## src/rtl/edge_detect_pkg.sv

```systemverilog
// Shared constants for the multi-channel edge detector with veto windows.
// Parameter defaults and synchronizer depth live here so every file agrees.
package edge_detect_pkg;

  localparam int unsigned NCH_DEF    = 4;
  localparam int unsigned NPH_DEF    = 2;
  localparam int unsigned VW_DEF     = 3;
  localparam int unsigned CW_DEF     = 16;
  localparam int unsigned SYNC_DEPTH = 3;

endpackage

```

## src/rtl/toggle_sync_edge.sv

```systemverilog
// Three-flop synchronizer for one asynchronous toggle line.
// Emits a registered one-cycle pulse whenever the synchronized level changes.
module toggle_sync_edge
  import edge_detect_pkg::*;
(
  input  logic clk,
  input  logic reset,
  input  logic tog,
  output logic hitEdge
);

  logic [SYNC_DEPTH-1:0] syncQ;

  // The edge (stage2 XOR stage3) is registered here so the top-level
  // veto/detect stage sees a clean flop output.
  always_ff @(posedge clk or posedge reset) begin
    if (reset) begin
      syncQ   <= '0;
      hitEdge <= 1'b0;
    end else begin
      syncQ   <= {syncQ[SYNC_DEPTH-2:0], tog};
      hitEdge <= syncQ[SYNC_DEPTH-2] ^ syncQ[SYNC_DEPTH-1];
    end
  end

endmodule

```

## src/rtl/edge_detect_multi_veto.sv

```systemverilog
// Multi-channel photon edge detector with per-channel or global veto windows.
// Delivers one-cycle det pulses and keeps saturating delivered/vetoed counters.
module edge_detect_multi_veto
  import edge_detect_pkg::*;
#(
  parameter int unsigned NCH = NCH_DEF,
  parameter int unsigned NPH = NPH_DEF,
  parameter int unsigned VW  = VW_DEF,
  parameter int unsigned CW  = CW_DEF
) (
  input  logic                clk,
  input  logic                reset,
  input  logic [NCH*NPH-1:0]  tog_hit,
  input  logic [NCH-1:0]      tog_any,
  input  logic [VW-1:0]       veto_len,
  input  logic                veto_retrig,
  input  logic                veto_global,
  input  logic                cnt_clr,
  output logic [NCH*NPH-1:0]  det,
  output logic [NCH*CW-1:0]   det_cnt,
  output logic [NCH*CW-1:0]   veto_cnt
);

  localparam int unsigned NB  = NCH * NPH;
  localparam int unsigned PW  = $clog2(NPH + 1);
  localparam int unsigned PCW = $clog2(SYNC_DEPTH + 1);
  localparam logic [PCW-1:0] PRIME_END = PCW'(SYNC_DEPTH);
  localparam logic [CW-1:0]  CNT_MAX   = '1;

  logic [NB-1:0]  hitEdge;
  logic [NCH-1:0] anyEdge;
  logic [NCH-1:0] active;
  logic           anyActive;
  logic [PCW-1:0] primeCnt;
  logic           primed;

  for (genvar b = 0; b < NB; b++) begin : gHitSync
    toggle_sync_edge uSync (
      .clk     (clk),
      .reset   (reset),
      .tog     (tog_hit[b]),
      .hitEdge (hitEdge[b])
    );
  end

  for (genvar c = 0; c < NCH; c++) begin : gAnySync
    toggle_sync_edge uSync (
      .clk     (clk),
      .reset   (reset),
      .tog     (tog_any[c]),
      .hitEdge (anyEdge[c])
    );
  end

  // Output and counting stay masked until the sync chains hold post-reset data.
  always_ff @(posedge clk or posedge reset) begin
    if (reset) begin
      primeCnt <= '0;
    end else if (primeCnt != PRIME_END) begin
      primeCnt <= primeCnt + 1'b1;
    end
  end

  assign primed    = (primeCnt == PRIME_END);
  assign anyActive = |active;

  for (genvar c = 0; c < NCH; c++) begin : gCh
    logic [VW-1:0]  vcnt;
    logic [NPH-1:0] chHit;
    logic [NPH-1:0] chDet;
    logic [NPH-1:0] chVeto;
    logic [NPH-1:0] detQ;
    logic [PW-1:0]  nDet;
    logic [PW-1:0]  nVeto;
    logic [CW:0]    detSum;
    logic [CW:0]    vetoSum;
    logic [CW-1:0]  detCntQ;
    logic [CW-1:0]  vetoCntQ;
    logic           ev;
    logic           blocked;

    assign chHit     = hitEdge[c*NPH +: NPH];
    assign ev        = anyEdge[c] | (|chHit);
    assign active[c] = (vcnt != '0);
    assign blocked   = veto_global ? anyActive : active[c];
    assign chDet     = (primed && !blocked) ? chHit : '0;
    assign chVeto    = (primed &&  blocked) ? chHit : '0;

    always_comb begin
      nDet  = '0;
      nVeto = '0;
      for (int unsigned p = 0; p < NPH; p++) begin
        nDet  = nDet  + PW'(chDet[p]);
        nVeto = nVeto + PW'(chVeto[p]);
      end
    end

    assign detSum  = {1'b0, detCntQ}  + (CW+1)'(nDet);
    assign vetoSum = {1'b0, vetoCntQ} + (CW+1)'(nVeto);

    // veto_len is captured only on load; later changes wait for the next window.
    always_ff @(posedge clk or posedge reset) begin
      if (reset) begin
        vcnt <= '0;
      end else if (ev && (!active[c] || veto_retrig)) begin
        vcnt <= veto_len;
      end else if (active[c]) begin
        vcnt <= vcnt - 1'b1;
      end
    end

    always_ff @(posedge clk or posedge reset) begin
      if (reset) begin
        detQ     <= '0;
        detCntQ  <= '0;
        vetoCntQ <= '0;
      end else begin
        detQ <= chDet;
        if (cnt_clr) begin
          detCntQ  <= '0;
          vetoCntQ <= '0;
        end else begin
          detCntQ  <= detSum[CW]  ? CNT_MAX : detSum[CW-1:0];
          vetoCntQ <= vetoSum[CW] ? CNT_MAX : vetoSum[CW-1:0];
        end
      end
    end

    assign det[c*NPH +: NPH]     = detQ;
    assign det_cnt[c*CW +: CW]   = detCntQ;
    assign veto_cnt[c*CW +: CW]  = vetoCntQ;
  end

endmodule

```

## config.mk

```make
export PLATFORM = sky130hd
export DESIGN_NAME = edge_detect_multi_veto
export DESIGN_NICKNAME = d
export VERILOG_FILES = /design/src/rtl/edge_detect_pkg.sv /design/src/rtl/toggle_sync_edge.sv /design/src/rtl/edge_detect_multi_veto.sv
export SDC_FILE = /design/constraint.sdc
export NUM_CORES = 1
export LEC_CHECK = 0
export BUFFER_PORTS_ARGS = -buffer_cell sky130_fd_sc_hd__buf_4
export CAP_MARGIN = 5
export CORE_ASPECT_RATIO = 0.5
export CORE_MARGIN = 2
export CORE_UTILIZATION = 25
export CTS_CLUSTER_SIZE = 20
export DETAILED_ROUTE_END_ITERATION = 8
export GPL_TIMING_DRIVEN = 0
export HOLD_SLACK_MARGIN = 0.1
export PLACE_DENSITY = 0.49
export SETUP_SLACK_MARGIN = 0.15
export SLEW_MARGIN = 20
export SYNTH_ARGS = -nofsm -noshare
export SYNTH_HDL_FRONTEND = slang
export SYNTH_SLANG_ARGS = --single-unit
```

## constraint.sdc

```tcl
create_clock -name clk -period 13.1 [get_ports clk]
set_clock_uncertainty 0.15 [all_clocks]
set_input_delay 0 -clock clk [delete_from_list [all_inputs] [get_ports clk]]
set_output_delay 0 -clock clk [all_outputs]
set_load 0.05 [all_outputs]
```

==> run metrics, run 1 <==
final net count=between 1000 and 1500; routed vias=about 7400; post-CTS sizing=0; routability cong.=approximately 0.8; Placement Setup Slack=roughly 8.7 ns; Distinct cells, synth=between 50 and 60; max_cap viols=0; setup violators final=0; syn nets=approximately 940; Switch Pwr=slightly above 500 µW; failing checks=DRC; CTS clk-pin slew, worst paths=roughly 0.08 ns; CTS Buf Count=17; Synth top area share=53.64%; core area=36170 µm²; ant diodes=0; DRC violation count after routing=3; sequential-to-total area share from yosys stat=a little over half; post-route ant nets=0; Mean Syn Cell Area=10.37 µm²; later-pin clock latency in the skew report=0.45 ns; combinational power share=a little under a fifth; Final Cycle Share=approximately a third; mean routed wirelength per cell=between 15 and 20 µm; Synth area leaders=dfrtp_1, a21oi_1, xnor2_1; post-synth top area cell=dfrtp_1; number of port buffers=between 150 and 200; Die W=~280 µm; static leakage=about 5.2 nW; Core Rows=49; max-slew violations=0; Hold Crit Class=flip-flop to flip-flop; Synth Area in XOR/XNOR=under 10%; vias in the first global route=7419; Synth Instances=891; Rel. slew slack=roughly 42%; number of synthesized flops with an enable pin=0; WP data required=~13 ns; post-synthesis mux area share=0.3386%; clock net sink count=around 200; DR pass1 iterations=6; WL final=between 20 and 30 mm; status=finished, violations left; Die Height=about 140 µm; Synth Area in Compound Gates=approximately an eighth; CTS Buffer Depth=2; DIE AREA=38600 µm²; final hold violation count=0; fillcell total=~3700; worst path cell trace=inv_1, ha_1, nand2b_1, o41ai_2, nand4_1, fa_1, inv_1, ha_1, nand3_1, nor4_4, nand4_1, buf_2, a21oi_1; Synth Area in Adders=slightly above 4%; initial core utilization=25.54%; critical path startpoint category=flip-flop; post-DR vias/cell=roughly 4.7; Seq. cell area=between 4000 and 5000 µm²; IO Pins=about 160; Worst Path Arrival=4.55 ns; Reg power frac=between 40% and 50%; Slew @ Worst Pin=0.8687 ns; FFs w/ async S/R, synth=100.0%; CP max stage cell=o41ai_2; area of the multi-input gates=between 3000 and 4000 µm²; Yosys reg bits=198; Period minus WS final=around 4.3 ns; critical path's top delay family=simple AND/OR/NAND/NOR gates; H-Tree Depth=4; Post-Syn Area=9238 µm²; Ys Warns=0; CTS tree=yes; Peak VDD IR=about 0.082 mV; DR iter-0 viols=around 350; first-pass GRT wire length=roughly 41 mm; largest family of logic cells by synthesized area=simple AND/OR/NAND/NOR gates; largest net degree at the start of global routing=a little over 100; initial antenna violation count=0; clock root cell=clkbuf_16; Clk network pwr share=about 36%; WP buf/inv=3; Net Sw Frac=between 30% and 40%; Main synth FF type=dfrtp_1; total power=roughly 1.5 mW; Pint=roughly 1.0 mW; count leader, synth=dfrtp_1; power density over cell area=about 130 nW/µm²; Area Growth Syn to Fin=29.85%; Setup TNS=0 ns; reg2reg path depth=13; Crit. End Element=flip-flop; WS Path Type=flip-flop to flip-flop; worst hold stages=0; Final Worst Setup Slack=roughly 9 ns; GR Overflow Total=0; fmax=231.0 MHz; worst-path fanout max=10; critical path's largest stage delay=slightly below 0.7 ns; critical path depth in cells=13; GRT Util Overall=13.54%; synth cell count leaders=dfrtp_1, a21oi_1, xnor2_1; layout cell share with drive strength beyond 1=around a fifth; final hold slack=between 0.2 and 0.25 ns; unrepaired setup endpoints after global routing=no; post-DP HPWL=roughly 18 mm; Simple-Gate Fraction of Synth Area=between 10% and 20%
-- power groups by stage --
stage / logic [mW] / clock network [mW] / registers [mW]
after detailed placement: 0.286 / 0 / 0.705
after floorplan: 0.134 / 0 / 0.762
after global routing: 0.323 / 0.610 / 0.700
after global placement: 0.276 / 0 / 0.703
final: 0.290 / 0.563 / 0.692
after CTS: 0.295 / 0.585 / 0.693
-- final cells by class --
cell class / count / share of cell area (%)
inverters: 62 / 2.003
clock inverters: 15 / 1.794
well taps: 484 / 5.048
repair buffers: 187 / 12.54
multi-input cells: 602 / 32.76
clock buffers: 17 / 3.546
flip-flops and latches: 198 / 41.31
plain buffers: 29 / 1.001
-- cells by family after synthesis --
family | count (synthesis)
simple gates | 305
mux | 3
flops | 198
buf+inv | 91
compound gates | 183
xor+xnor | 86
fa+ha+maj | 25
-- through the flow --
stage / util, % / instances / area (µm²)
global placement: 30.41 / 1529 / 11000
CTS: 33.16 / 1594 / 12000
floorplan: - / 891 / 9238
global route: 33.16 / 1594 / 12000
finish: 33.16 / 1594 / 12000
detailed placement: 30.51 / 1530 / 11030
-- placed cells by master, fill, tap and decap left out, types with 17 or more instances in the layout --
| master | instances |
|---|---|
| dfrtp_1 | 198 |
| buf_4 | 154 |
| a21oi_1 | 117 |
| xnor2_1 | 63 |
| inv_1 | 61 |
| nand3_1 | 49 |
| nor2_1 | 49 |
| nand2_1 | 48 |
| nor3_1 | 45 |
| dlygate4sd3_1 | 32 |
| nand4_1 | 31 |
| xor2_1 | 23 |
| clkbuf_1 | 20 |
| ha_1 | 17 |
| clkbuf_16 | 17 |
-- final timing paths --
check	startpoint	end	slack [ns]
worst max register to register	gCh[1].vcnt[0]	gCh[3].detCntQ[6]	8.77
worst min-delay path	gAnySync[1].uSync.syncQ[0]	gAnySync[1].uSync.syncQ[1]	0.20
min in group asynchronous	reset	gAnySync[0].uSync.syncQ[2]	0.69
worst min register to register	gAnySync[1].uSync.syncQ[0]	gAnySync[1].uSync.syncQ[1]	0.20
max in group asynchronous	reset	gCh[2].vetoCntQ[3]	11.15
worst max-delay path	gCh[1].vcnt[0]	gCh[3].detCntQ[6]	8.77
-- routing by layer --
layer	routed length, µm	up-vias	global-route usage, %
met1	11210	3709	17.23
met5	0	-	0
met4	754	0	5.263
met2	12610	101	22.41
li1	-	3577	-
met3	691	35	3.034
-- sequential cells by signal, indices dropped and copies added, names as in the netlist --
| signal | cells |
|---|---|
| primeCnt | 2 |
| gAnySync.uSync.hitEdge | 4 |
| gCh.detQ | 8 |
| gHitSync.uSync.hitEdge | 8 |
| gAnySync.uSync.syncQ | 12 |
| gCh.vetoCntQ | 64 |
| gCh.detCntQ | 64 |
| gHitSync.uSync.syncQ | 24 |
| gCh.vcnt | 12 |
-- worst reg2reg max path, stage by stage, from the launching register on --
cell and delay [ns]:
dfrtp_1 0.40, inv_1 0.11, ha_1 0.18, nand2b_1 0.14, o41ai_2 0.68, nand4_1 0.28, fa_1 0.52, inv_1 0.11
ha_1 0.19, nand3_1 0.28, nor4_4 0.43, nand4_1 0.34, buf_2 0.31, a21oi_1 0.16
-- what timing repair did --
action | 4_1_cts | 5_1_grt
hold buffers | 32 | 0
setup buffers | 0 | 0
hold endpoints to repair | 169 | 0
(Power assumes the default switching activity.)
==> run 2, diff against run 1 <==
- ABC_AREA: not set -> 1
- clock period: 13.1 -> 4.3 ns (I/O delays scaled with it)
==> run 2 against run 1 <==
  * The run now ends clean
  * Register-to-register slack got worse by 7.9 ns
  * Critical path depth increased by 7
  * Wire length increased by 8.4%
  * Synthesized cell count increased by 38%
  * Highest routed layer unchanged
  * Sequential share of layout area decreased by 3.5 points
  * Setup slack got worse by 7.9 ns
  * First-iteration DRC count increased by 7.9%
  * Total power increased to 3.1 times the previous value
  * Area after synthesis increased by 9.8%
  * Utilization decreased by 0.54 points
==> run metrics, run 2 <==
H-Tree Depth=4; Hold Crit Class=flip-flop to flip-flop; status=complete, no violations; Pint=between 3 and 4 mW; WP data required=approximately 4.5 ns; synth cell count leaders=nand2_1, inv_1, dfrtp_1; Reg power frac=43.8%; Yosys reg bits=198; Rel. slew slack=between 20% and 30%; DR iter-0 viols=~380; Die Height=around 150 µm; critical path startpoint category=flip-flop; FFs w/ async S/R, synth=100.0%; static leakage=roughly 6.6 nW; reg2reg path depth=20; worst-path fanout max=8; unrepaired setup endpoints after global routing=no; Post-Syn Area=just over 10000 µm²; mean routed wirelength per cell=between 10 and 15 µm; final hold slack=just under 0.2 ns; max_cap viols=0; IO Pins=156; max-slew violations=0; Die W=approximately 290 µm; Synth Instances=roughly 1200; Switch Pwr=~1.5 mW; Final Cycle Share=between 80% and 90%; setup violators final=0; CTS Buf Count=17; worst hold stages=0; Area Growth Syn to Fin=29.32%; Clk network pwr share=36.3%; CTS tree=yes; GR Overflow Total=0; Net Sw Frac=between 30% and 40%; most frequent cells in the layout=nand2_1, inv_1, dfrtp_1; final hold violation count=0; most common cell after layout, fill and taps aside=nand2_1; Worst Path Arrival=3.72 ns; number of port buffers=155; vias in the first global route=8230; initial antenna violation count=0; routed vias=between 8000 and 9000; Peak VDD IR=about 0.30 mV; ant diodes=0; DRC violation count after routing=0; Synth top area share=approximately half; Setup TNS=0 ns; Crit. End Element=flip-flop; count leader, synth=nand2_1; core area=approximately 40000 µm²; top flop regs=gCh.detCntQ (64), gCh.vetoCntQ (64), gHitSync.uSync.syncQ (24); syn nets=approximately 1300; placed cell count=a little under 2000; Mean Syn Cell Area=~8.2 µm²; layout cell share with drive strength beyond 1=between 10% and 20%; WS Path Type=flip-flop to flip-flop; post-synth top area cell=dfrtp_1; CTS clk-pin slew, worst paths=roughly 0.080 ns; post-DP HPWL=~20 mm; combinational power share=19.9%; largest net degree at the start of global routing=33; DIE AREA=roughly 42000 µm²; Period minus WS final=~3.5 ns; Placed Instance Area=12130 µm²; Layout Cells excl Fill=roughly 2000; design area=between 10000 and 15000 µm²; Synth area leaders=dfrtp_1, nand2_1, inv_1; Final Worst Setup Slack=0.8261 ns; final net count=~1500; Placement Setup Slack=~0.83 ns; Main synth FF type=dfrtp_1; clock net sink count=slightly below 200; Distinct cells, synth=33; initial core utilization=between 20% and 30%; post-route ant nets=0; later-pin clock latency in the skew report=around 0.45 ns; clock root cell=clkbuf_16; routability cong.=roughly 0.83; number of synthesized flops with an enable pin=0; first-pass GRT wire length=between 40 and 50 mm; post-DR vias/cell=approximately 4.2; sequential-to-total area share from yosys stat=48.85%; DR pass1 iterations=5; Slew @ Worst Pin=around 1.1 ns; fmax=about 290 MHz; GRT Util Overall=a little over an eighth; power density over cell area=~370 nW/µm²; WL final=roughly 27 mm; Post-CTS Setup Inserts=0; Ys Warns=0; CTS Buffer Depth=2; Core Rows=52
run 2: cell types whose count changed in the layout (fill, tap and decap cells not counted), moves of 12 or more:
cell / delta
nor2_2: +12
nand2_2: +16
clkbuf_1: -14
nand3_1: +65
nor4_1: -15
inv_1: +146
nor2_1: +71
xnor2_1: -44
o21ai_0: +36
xor2_1: +28
a21oi_1: -47
nor3_1: -45
nand2_1: +202
run 2: cell families after synthesis:
kind of cell | count (synthesis) | share of synthesized area (%)
buf+inv | 236 | 8.956
compound gates | 151 | 8.167
xor+xnor | 70 | 6.045
flops | 198 | 48.85
simple gates | 554 | 24.30
fa+ha+maj | 25 | 3.676
run 2: final timing paths:
kind | slack, ns | end | start
min in group asynchronous | 0.57 | gCh[3].vetoCntQ[11] | reset
worst max-delay path | 0.83 | gCh[3].detCntQ[15] | gCh[0].vcnt[0]
max in group asynchronous | 2.28 | gCh[2].detCntQ[3] | reset
worst max register to register | 0.83 | gCh[3].detCntQ[15] | gCh[0].vcnt[0]
worst min-delay path | 0.19 | gHitSync[3].uSync.syncQ[1] | gHitSync[3].uSync.syncQ[0]
worst min register to register | 0.19 | gHitSync[3].uSync.syncQ[1] | gHitSync[3].uSync.syncQ[0]
run 2: repair_timing:
action / 4_1_cts / 5_1_grt
endpoints found under the setup margin: 0 / 0
hold buffers: 35 / 0
gates resized for setup: 0 / 0
endpoints found under the hold margin: 158 / 0
run 2: routing by layer:
layer  track usage [%]  share of wire, %  up-vias
met4             3.273               1.2        0
met3             2.453               2.1       23
li1                  -                 -     4304
met5                 0                 0        -
met2             22.51                50       64
met1             17.69                47     3984
run 2: power groups by stage:
stage / logic [mW] / clock network [mW] / registers, mW
2_1_floorplan: 0.443 / 0 / 2.35
3_3_place_gp: 0.911 / 0 / 2.16
3_5_place_dp: 0.937 / 0 / 2.16
4_1_cts: 0.983 / 1.82 / 2.13
5_1_grt: 1.09 / 1.89 / 2.14
6_report: 0.964 / 1.76 / 2.12
run 2: final cells by class:
cell class | instances | area [µm²]
well taps | 540 | 675.6
repair buffers | 197 | 1654
inverters | 220 | 829.5
clock buffers | 22 | 474.2
flip-flops and latches | 198 | 4955
fillers | 4240 | 27090
plain buffers | 16 | 82.58
clock inverters | 10 | 166.4
multi-input cells | 800 | 4279
run 2: critical path, stage by stage (launching register included):
cell	delay, ns
dfrtp_1	0.38
inv_1	0.11
ha_1	0.15
inv_1	0.05
nor2_1	0.27
nand4_2	0.20
nand2_2	0.19
nand3_1	0.10
nor2_2	0.14
inv_2	0.06
fa_1	0.45
inv_1	0.10
ha_1	0.21
nand3_1	0.17
inv_2	0.09
nand2_2	0.10
nor2_4	0.12
nand2_2	0.14
nand3_1	0.11
nand2_1	0.05
inv_1	0.08
run 2: metrics by stage:
step / power (mW) / util, %
after floorplan: 2.790 / -
after global placement: 3.070 / 29.81
after detailed placement: 3.096 / 30.16
after CTS: 4.924 / 32.62
after global routing: 5.129 / 32.62
final: 4.844 / 32.62
